### config.mk
export PLATFORM = sky130hd
export DESIGN_NAME = uart_cmd_bridge
export DESIGN_NICKNAME = d
export VERILOG_FILES = /design/src/rtl/uart_cmd_bridge.sv
export SDC_FILE = /design/constraint.sdc
export NUM_CORES = 1
export LEC_CHECK = 0
export ABC_AREA = 1
export CORE_ASPECT_RATIO = 0.9
export CORE_MARGIN = 2
export CORE_UTILIZATION = 47
export CTS_CLUSTER_DIAMETER = 200
export DETAILED_ROUTE_END_ITERATION = 8
export GPL_TIMING_DRIVEN = 0
export PLACE_DENSITY_LB_ADDON = 0.25
export SKIP_LAST_GASP = 1
export SLEW_MARGIN = 20
export SYNTH_ARGS = -nofsm -noshare
export SYNTH_HDL_FRONTEND = slang
export SYNTH_SLANG_ARGS = --single-unit
### constraint.sdc
create_clock -name sys_clk -period 1.8 [get_ports sys_clk]
set_clock_uncertainty 0.05 [all_clocks]
set_input_delay 0.18 -clock sys_clk [delete_from_list [all_inputs] [get_ports sys_clk]]
set_output_delay 0.18 -clock sys_clk [all_outputs]
set_load 0.02 [all_outputs]
### src/rtl/uart_cmd_bridge.sv
// uart_cmd_bridge: byte-stream command decoder driving GPIO ports, clock/reset lines and a req/ack memory bus.
// Build option UART_BRIDGE_RXGAP_EN: abandon a frame whose payload stalls for more than RX_GAP cycles.
module uart_cmd_bridge #(
    parameter int NPORT   = 8,
    parameter int AW      = 24,
    parameter int DW      = 16,
    parameter int ACK_TMO = 255,
    parameter int RX_GAP  = 100000
) (
    input  logic               sys_clk,
    input  logic               sys_rst_n,
    input  logic               rx_valid,
    input  logic [7:0]         rx_data,
    output logic               tx_en,
    output logic [7:0]         tx_data,
    input  logic               tx_busy,
    output logic               out_clk,
    output logic               out_rst,
    input  logic [8*NPORT-1:0] in_pins,
    output logic [8*NPORT-1:0] out_pins,
    output logic [AW-1:0]      mem_addr,
    output logic [DW-1:0]      mem_wdata,
    input  logic [DW-1:0]      mem_rdata,
    output logic               mem_wr_req,
    output logic               mem_rd_req,
    input  logic               mem_wr_ack,
    input  logic               mem_rd_ack
);

    localparam logic [2:0] S_IDLE     = 3'd0;
    localparam logic [2:0] S_ARGS     = 3'd1;
    localparam logic [2:0] S_EXEC     = 3'd2;
    localparam logic [2:0] S_WAIT_ACK = 3'd3;
    localparam logic [2:0] S_REPLY    = 3'd4;

    localparam logic [1:0] TX_READY = 2'd0;
    localparam logic [1:0] TX_RISE  = 2'd1;
    localparam logic [1:0] TX_FALL  = 2'd2;

    localparam int AB = AW / 8;
    localparam int DB = DW / 8;
    localparam int TW = (ACK_TMO > 1) ? $clog2(ACK_TMO) : 1;

    localparam logic [TW-1:0] TMO_LAST = TW'(ACK_TMO - 1);
    localparam logic [3:0]    LEN_WR   = 4'(AB + DB);
    localparam logic [3:0]    LEN_RD   = 4'(AB);
    localparam logic [3:0]    REP_RD   = 4'(DB + 1);

    logic [2:0]         state_q, state_d;
    logic [7:0]         op_q, op_d;
    logic [3:0]         cnt_q, cnt_d;
    logic [3:0]         plen_q, plen_d;
    logic [AW+DW-1:0]   args_q, args_d;
    logic [TW-1:0]      tmo_q, tmo_d;
    logic [DW+7:0]      rep_q, rep_d;
    logic [3:0]         rep_len_q, rep_len_d;
    logic [3:0]         rep_idx_q, rep_idx_d;
    logic [1:0]         txph_q, txph_d;
    logic               tx_en_q, tx_en_d;
    logic [7:0]         tx_data_q, tx_data_d;
    logic               out_clk_q, out_clk_d;
    logic               out_rst_q, out_rst_d;
    logic [8*NPORT-1:0] out_pins_q, out_pins_d;
    logic [AW-1:0]      mem_addr_q, mem_addr_d;
    logic [DW-1:0]      mem_wdata_q, mem_wdata_d;
    logic               mem_wr_req_q, mem_wr_req_d;
    logic               mem_rd_req_q, mem_rd_req_d;
    logic               mem_hit;
`ifdef UART_BRIDGE_RXGAP_EN
    logic [31:0]        gap_q, gap_d;
`endif

    // Only the ack matching the outstanding request is honoured.
    assign mem_hit = (mem_wr_req_q && mem_wr_ack) || (mem_rd_req_q && mem_rd_ack);

    always_comb begin
        state_d      = state_q;
        op_d         = op_q;
        cnt_d        = cnt_q;
        plen_d       = plen_q;
        args_d       = args_q;
        tmo_d        = tmo_q;
        rep_d        = rep_q;
        rep_len_d    = rep_len_q;
        rep_idx_d    = rep_idx_q;
        txph_d       = txph_q;
        tx_en_d      = 1'b0;
        tx_data_d    = tx_data_q;
        out_clk_d    = out_clk_q;
        out_rst_d    = out_rst_q;
        out_pins_d   = out_pins_q;
        mem_addr_d   = mem_addr_q;
        mem_wdata_d  = mem_wdata_q;
        mem_wr_req_d = mem_wr_req_q;
        mem_rd_req_d = mem_rd_req_q;
`ifdef UART_BRIDGE_RXGAP_EN
        gap_d        = gap_q;
`endif
        case (state_q)
            S_IDLE: begin
                if (rx_valid) begin
                    // 0xFF marks an unrecognised opcode; it owes a single 0xFF reply.
                    op_d    = 8'hFF;
                    cnt_d   = '0;
                    plen_d  = '0;
                    state_d = S_EXEC;
`ifdef UART_BRIDGE_RXGAP_EN
                    gap_d   = '0;
`endif
                    case (rx_data[7:4])
                        4'h1: begin
                            if (rx_data[3:2] == 2'b00) begin
                                op_d = rx_data;
                                if (rx_data[1]) out_rst_d = ~rx_data[0];
                                else            out_clk_d = ~rx_data[0];
                            end
                        end
                        4'h2: begin
                            if (int'(rx_data[3:0]) < NPORT) op_d = rx_data;
                        end
                        4'h3: begin
                            if (int'(rx_data[3:0]) < NPORT) begin
                                op_d    = rx_data;
                                plen_d  = 4'd1;
                                state_d = S_ARGS;
                            end
                        end
                        4'hA: begin
                            if (rx_data[3:0] == 4'h0) begin
                                op_d    = rx_data;
                                plen_d  = LEN_WR;
                                state_d = S_ARGS;
                            end else if (rx_data[3:0] == 4'h1) begin
                                op_d    = rx_data;
                                plen_d  = LEN_RD;
                                state_d = S_ARGS;
                            end
                        end
                        default: ;
                    endcase
                end
            end

            S_ARGS: begin
                if (rx_valid) begin
                    for (int unsigned b = 0; b < (AW + DW) / 8; b++) begin
                        if (cnt_q == 4'(b)) args_d[8*b +: 8] = rx_data;
                    end
                    cnt_d = cnt_q + 4'd1;
`ifdef UART_BRIDGE_RXGAP_EN
                    gap_d = '0;
`endif
                    if (cnt_q + 4'd1 == plen_q) begin
                        state_d = S_EXEC;
                        if (op_q[7:4] == 4'h3) begin
                            for (int unsigned p = 0; p < NPORT; p++) begin
                                if (op_q[3:0] == 4'(p)) out_pins_d[8*p +: 8] = rx_data;
                            end
                        end
                    end
                end
`ifdef UART_BRIDGE_RXGAP_EN
                else if (gap_q >= 32'(RX_GAP)) begin
                    state_d = S_IDLE;
                end else begin
                    gap_d = gap_q + 32'd1;
                end
`endif
            end

            S_EXEC: begin
                state_d   = S_IDLE;
                rep_idx_d = '0;
                rep_len_d = 4'd1;
                txph_d    = TX_READY;
                tmo_d     = '0;
                if (op_q == 8'hA0) begin
                    mem_addr_d   = args_q[AW-1:0];
                    mem_wdata_d  = args_q[AW +: DW];
                    mem_wr_req_d = 1'b1;
                    state_d      = S_WAIT_ACK;
                end else if (op_q == 8'hA1) begin
                    mem_addr_d   = args_q[AW-1:0];
                    mem_rd_req_d = 1'b1;
                    state_d      = S_WAIT_ACK;
                end else if (op_q[7:4] == 4'h2) begin
                    rep_d = '0;
                    for (int unsigned p = 0; p < NPORT; p++) begin
                        if (op_q[3:0] == 4'(p)) rep_d[7:0] = in_pins[8*p +: 8];
                    end
                    state_d = S_REPLY;
                end else if (op_q == 8'hFF) begin
                    rep_d      = '0;
                    rep_d[7:0] = 8'hFF;
                    state_d    = S_REPLY;
                end
            end

            S_WAIT_ACK: begin
                // Ack beats timeout when both land on the final wait cycle.
                if (mem_hit || tmo_q == TMO_LAST) begin
                    mem_wr_req_d = 1'b0;
                    mem_rd_req_d = 1'b0;
                    state_d      = S_REPLY;
                    rep_d        = '0;
                    rep_len_d    = mem_rd_req_q ? REP_RD : 4'd1;
                    if (mem_hit) begin
                        if (mem_rd_req_q) rep_d[DW+7:8] = mem_rdata;
                    end else begin
                        rep_d[7:0] = 8'hEE;
                    end
                end else begin
                    tmo_d = tmo_q + TW'(1);
                end
            end

            S_REPLY: begin
                case (txph_q)
                    TX_READY: begin
                        if (!tx_busy) begin
                            tx_en_d = 1'b1;
                            for (int unsigned b = 0; b < DB + 1; b++) begin
                                if (rep_idx_q == 4'(b)) tx_data_d = rep_q[8*b +: 8];
                            end
                            rep_idx_d = rep_idx_q + 4'd1;
                            txph_d    = TX_RISE;
                        end
                    end
                    TX_RISE: begin
                        if (tx_busy) txph_d = TX_FALL;
                    end
                    default: begin
                        if (!tx_busy) begin
                            txph_d = TX_READY;
                            if (rep_idx_q == rep_len_q) state_d = S_IDLE;
                        end
                    end
                endcase
            end

            default: state_d = S_IDLE;
        endcase
    end

    always_ff @(posedge sys_clk or negedge sys_rst_n) begin
        if (!sys_rst_n) begin
            state_q      <= S_IDLE;
            op_q         <= '0;
            cnt_q        <= '0;
            plen_q       <= '0;
            args_q       <= '0;
            tmo_q        <= '0;
            rep_q        <= '0;
            rep_len_q    <= '0;
            rep_idx_q    <= '0;
            txph_q       <= TX_READY;
            tx_en_q      <= 1'b0;
            tx_data_q    <= '0;
            out_clk_q    <= 1'b0;
            out_rst_q    <= 1'b0;
            out_pins_q   <= '0;
            mem_addr_q   <= '0;
            mem_wdata_q  <= '0;
            mem_wr_req_q <= 1'b0;
            mem_rd_req_q <= 1'b0;
`ifdef UART_BRIDGE_RXGAP_EN
            gap_q        <= '0;
`endif
        end else begin
            state_q      <= state_d;
            op_q         <= op_d;
            cnt_q        <= cnt_d;
            plen_q       <= plen_d;
            args_q       <= args_d;
            tmo_q        <= tmo_d;
            rep_q        <= rep_d;
            rep_len_q    <= rep_len_d;
            rep_idx_q    <= rep_idx_d;
            txph_q       <= txph_d;
            tx_en_q      <= tx_en_d;
            tx_data_q    <= tx_data_d;
            out_clk_q    <= out_clk_d;
            out_rst_q    <= out_rst_d;
            out_pins_q   <= out_pins_d;
            mem_addr_q   <= mem_addr_d;
            mem_wdata_q  <= mem_wdata_d;
            mem_wr_req_q <= mem_wr_req_d;
            mem_rd_req_q <= mem_rd_req_d;
`ifdef UART_BRIDGE_RXGAP_EN
            gap_q        <= gap_d;
`endif
        end
    end

    assign tx_en      = tx_en_q;
    assign tx_data    = tx_data_q;
    assign out_clk    = out_clk_q;
    assign out_rst    = out_rst_q;
    assign out_pins   = out_pins_q;
    assign mem_addr   = mem_addr_q;
    assign mem_wdata  = mem_wdata_q;
    assign mem_wr_req = mem_wr_req_q;
    assign mem_rd_req = mem_rd_req_q;

endmodule

Word-level counts from Yosys, hierarchy flattened
Index checks and enable logic that the tools add are counted.
{ "word_totals": {"regBits": 218, "latch_bits": 0, "mem_bits_rw": 0, "mem_bits_ro": 0, "in_bits": 94, "out_inout_bits": 117, "word_cells": 203, "mem_count": 0} }
{ "classes": {"n_addsub": 3, "multipliers": 0, "div": 0, "n_lt_le_gt_ge": 1, "n_eq_ne": 48, "shifts": 0, "mux": 72, "n_bitwise": 3, "n_reduce_logical": 46} }
{ "op_table": {"columns": ["operator", "n"], "rows": [
  ["24-bit 2-to-1 mux", 7],
  ["8-bit 2-to-1 mux", 17],
  ["5-bit AND reduction", 11],
  ["24-bit one-hot mux with 2 select lines", 1],
  ["4-bit by 2-bit == test with 1-bit output, second input constant", 9],
  ["3-bit 2-to-1 mux", 12],
  ["8-bit == test, second input constant", 4],
  ["16-bit 2-to-1 mux", 2],
  ["2-bit inequality test, second input constant", 13],
  ["4-bit one-hot mux with 2 select lines", 3],
  ["8-bit one-hot mux with 3 select lines", 1],
  ["3-bit AND reduction", 8],
  ["4-bit by 1-bit == test with 1-bit output, second input constant", 5],
  ["4-bit by 3-bit == test with 1-bit output, second input constant", 5],
  ["4-bit 2-to-1 mux", 5],
  ["4-bit logical NOT", 4],
  ["2-bit 2-to-1 mux", 8],
  ["8-bit one-hot mux with 2 select lines", 1],
  ["3-bit one-hot mux with 5 select lines", 1],
  ["3-bit inequality test, second input constant", 4],
  ["2-bit one-hot mux with 2 select lines", 3],
  ["4-bit AND reduction", 3],
  ["2-bit AND reduction", 5],
  ["4-bit by 1-bit adder with 4-bit output, second input constant", 2],
  ["other kinds (20)", 39]
]} }

Logic depth before layout (Yosys ltp)
{ "depth": {"depth_word": 13, "ltp_mapped": 11, "ltp_nobuf": 10} }

Worst setup path before layout
No wires, ideal clock.
{ "synth_timing": {"path_type": "register -> register", "from": "register cnt_q[0]", "to": "register out_pins_q[0] (netlist: out_pins[0])", "setup_time_ns": 0.117, "arrival_ns": 1.744, "required_time_ns": 1.633, "setup_slack_ns": -0.112, "path_stages_with_launch": 11, "path_buffers": 2, "period_less_slack_ns": 1.912, "path_cell_list": "dfrtp_1 > ha_1 > xnor2_1 > nand2_1 > nor3b_1 > nand2_1 > clkinv_2 > buf_6 > buf_4 > nand4_1 > nand2_1"} }
{ "synth_between": {"elab_chain_len": 3} }
{ "synth_rtl": {"columns": ["element", "line", "source"], "rows": [
  ["start: declaration", "51", "logic [3:0] cnt_q, cnt_d;"],
  ["start signal: assignment", "272", "cnt_q <= cnt_d;"],
  ["4-bit by 1-bit adder with 4-bit output", "153", "if (cnt_q + 4'd1 == plen_q) begin"],
  ["4-bit == test", "153", null],
  ["5-bit AND reduction (no line)", null, null],
  ["end signal: assignment", "284", "out_pins_q <= out_pins_d;"],
  ["end: declaration", "63", "logic [8*NPORT-1:0] out_pins_q, out_pins_d;"]
]} }
No other way between the ends.
A chain may end at the register's enable or synchronous reset.

Worst setup path in the final report
{ "layout_timing": {"from": "register state_q[2]", "to": "register out_pins_q[59] (netlist: out_pins[59])"} }
{ "layout_between": {"elab_chain_len": 2} }
{ "layout_rtl": {"columns": ["element", "line", "source"], "rows": [
  ["start: declaration", "49", "logic [2:0] state_q, state_d;"],
  ["start signal: assignment", "270", "state_q <= state_d;"],
  ["3-bit by 1-bit == test with 1-bit output", "99", "case (state_q)"],
  ["5-bit AND reduction (no line)", null, null]
]} }
No other way between the ends.

==> impl_metrics.toml <==
[routing]
drc = 0
vias = 9506
routed_wirelength_um = 30800
wl_per_cell_um = 17.6
drtIter0Drc = 742
via_per_inst = 5.45
ant_nets = 0
drtPass1Iterations = 5

[power]
total_power_mw = 14.7
peakVddDrop_mv = 0.664
leakage_nw = 6.89
power.density_nw_per_um2 = 1020

[die]
initial_core_util = 0.481
core_area_um2 = 20900
die_w_um = 158
core.rowCount = 50
fp.dieArea_um2 = 22600
die_h_um = 143
ios = 211

[cts]
h-tree-depth = 1
cts_sinks = 215
path_clk_slew_ps = 60
cts_buffers = 23
cts_tree = "built"
clock-root-buffer = "clkbuf_16"
clk_latency_ps = 500
clock_path_buffers = 3

[outcome]
violations = "negative setup slack"
status = "complete, but fails checks"

[yosys]
synth_nets = 1245
synth_edf_count = 0
synthArstFlopShare = 1.00
synth_top_area_share = 0.535
synth_area_leaders = "dfrtp_1 53%, nand2_1 13%, nand4_1 5.2%, o21ai_0 4.1%, nand3_1 3.6%"
synth_top_cell_by_area = "dfrtp_1"
synth_area_um2 = 10100
ys_types = 50
ys_seq_area_frac = 0.535
synth_commonest_cells = "358 x nand2_1, 215 x dfrtp_1, 84 x nand4_1"
synth_ff_type = "dfrtp_1"
yosysMostFrequentCell = "nand2_1"
yosys_warnings = 0
syn_inst = 1141
syn_area_per_cell_um2 = 8.82
ys_ff_latch = 215

[critical_path]
cpMostUsedCell = "nand2_1"
worstPathArrival_ps = 2340
critPathLaunchType = "flop"
critical_path_required_ps = 2140
crit_chain = "nor3_4, nand2_4, nor4_4, buf_12, nand3_4, nand2_1, nand2_1"
slowest_stage = "dfrtp_2"
crit_family = "simple AND/OR/NAND/NOR gates"
cp_num_buf_inv = 1
cp-end-kind = "flop"
max_stage_delay_ps = 460
critical_path.max_fanout = 9
crit_type = "flop to flop"
r2r_setup_slack_ps = -210

[final_layout]
final_util = 0.693
antennaDiodeCount = 0
fill_cells = 1602
drive_above_1_share = 0.184
syn_to_final_growth_pct = 43.9
regArea_um2 = 5390
final_nets = 1548
multi_input_area_um2 = 4500

[timing]
worstMarginPinSlew_ps = 847
min_period_ps = 2010
slew_violations = 0
setup-tns-final_ps = -12600
max_slew_margin = 0.433
hold_viol = 0
fmax_mhz = 498
finalCritPeriodShare = 1.11
finalSetupViolCount = 117
rsz0062_at_grt = "yes"
fin_ws_ps = -206

[global_route]
grt_first_pass_wirelength_um = 46800
grt_pass1_vias = 9086
grt_use_total = 0.261
antenna_found_initial = 0
grt_overflow_total = 0
grt_max_degree = 100

[placed_design]
place_hpwl_um = 20300
gp_routability_congestion = 0.867
io_buffers = 209

[job]
cap_violations = 0

[hold_path]
hold_class = "input port to asynchronous set/reset pin"
repair_timing:
item | 4_1_cts | 5_1_grt
endpoints found under the hold margin | 215 | 0
cloned | 6 | 5
resized for setup | 79 | 119
endpoints found under the setup margin | 185 | 172
setup buffers | 24 | 35
pin swaps | 24 | 49
hold buffers | 1 | 0
layer usage:
| metal | GRT usage | share of wire |
|---|---|---|
| met1 | 0.359 | 0.41 |
| met3 | 0.0467 | 0.079 |
| met2 | 0.424 | 0.48 |
| met5 | 0 | 0 |
| met4 | 0.0744 | 0.030 |
stage by stage:
stage	cell area (um2)	cells	hold WS (ps)	setup WS, ps
6_report	14500	1744	104	-206
5_1_grt	14500	1744	139	-331
4_1_cts	13800	1705	112	-150
3_5_place_dp	12600	1638	38.6	-595
3_3_place_gp	12500	1636	399	-8500
2_1_floorplan	10100	1141	-166	7.24
placed cells by master, fill, tap and decap left out, types with 13 or more instances in the layout:
cell type and count:
dfrtp_1 205, nand4_1 84, nand3_1 68, o21ai_1 21
inv_1 75, nand2_1 333, clkbuf_16 24, o21ai_0 72
a21oi_1 18, clkbuf_1 20, buf_6 28, buf_4 49
clkdlybuf4s50_1 208, nor2_4 13, nand2_2 20, nor2_1 43
final cells by class:
cell class,instances,share of cell area
sequential,215,0.373
inverter,89,0.0249
clock buffer,34,0.0454
clock inverter,5,0.00380
multi-input combinational,789,0.311
tap,286,0.0247
timing repair buffer,280,0.194
buffer,46,0.0236
state kept, by name, indices dropped and copies added, names as in the netlist, 2 cells and up:
signal / count
state_q: 3
tmo_q: 8
rep_q: 24
mem_wdata: 16
cnt_q: 4
tx_data: 8
args_q: 40
txph_q: 2
plen_q: 3
mem_addr: 24
rep_len_q: 2
out_pins: 64
rep_idx_q: 4
op_q: 8
cells by family (layout without fill, tap and decap cells):
kind of cell | after synthesis | count (layout) | synth area share
DFF | 215 | 215 | 0.535
muxes | 17 | 17 | 0.0235
AOI/OAI and AO/OA | 144 | 144 | 0.0795
buffers and inverters | 139 | 454 | 0.0610
adders and majority gates | 10 | 10 | 0.0124
and+or+nand+nor | 608 | 610 | 0.282
xor gates and xnor gates | 8 | 8 | 0.00697
worst register-to-register path: cells and delay by family, from the launching register on:
kind	cells	cell delay (ps)
flip-flops	1	460
buffers and inverters	1	170
AND/OR/NAND/NOR	6	1210
final timing paths:
kind	startpoint	end	cells past startpoint
min	sys_rst_n	args_q[13]	2
min in group sys_clk	mem_rdata[10]	rep_q[18]	3
min reg2reg	rep_q[22]	rep_q[22]	2
max reg2reg	state_q[2]	out_pins[59]	7
max in group asynchronous	sys_rst_n	op_q[1]	3
max	state_q[2]	out_pins[59]	7
power by group:
| part | switching (mW) | total [mW] | internal [mW] |
|---|---|---|---|
| Sequential | 0.431 | 5.78 | 5.35 |
| Combinational | 2.57 | 4.40 | 1.83 |
| Clock | 1.88 | 4.53 | 2.66 |
(Power assumes the default switching activity.)
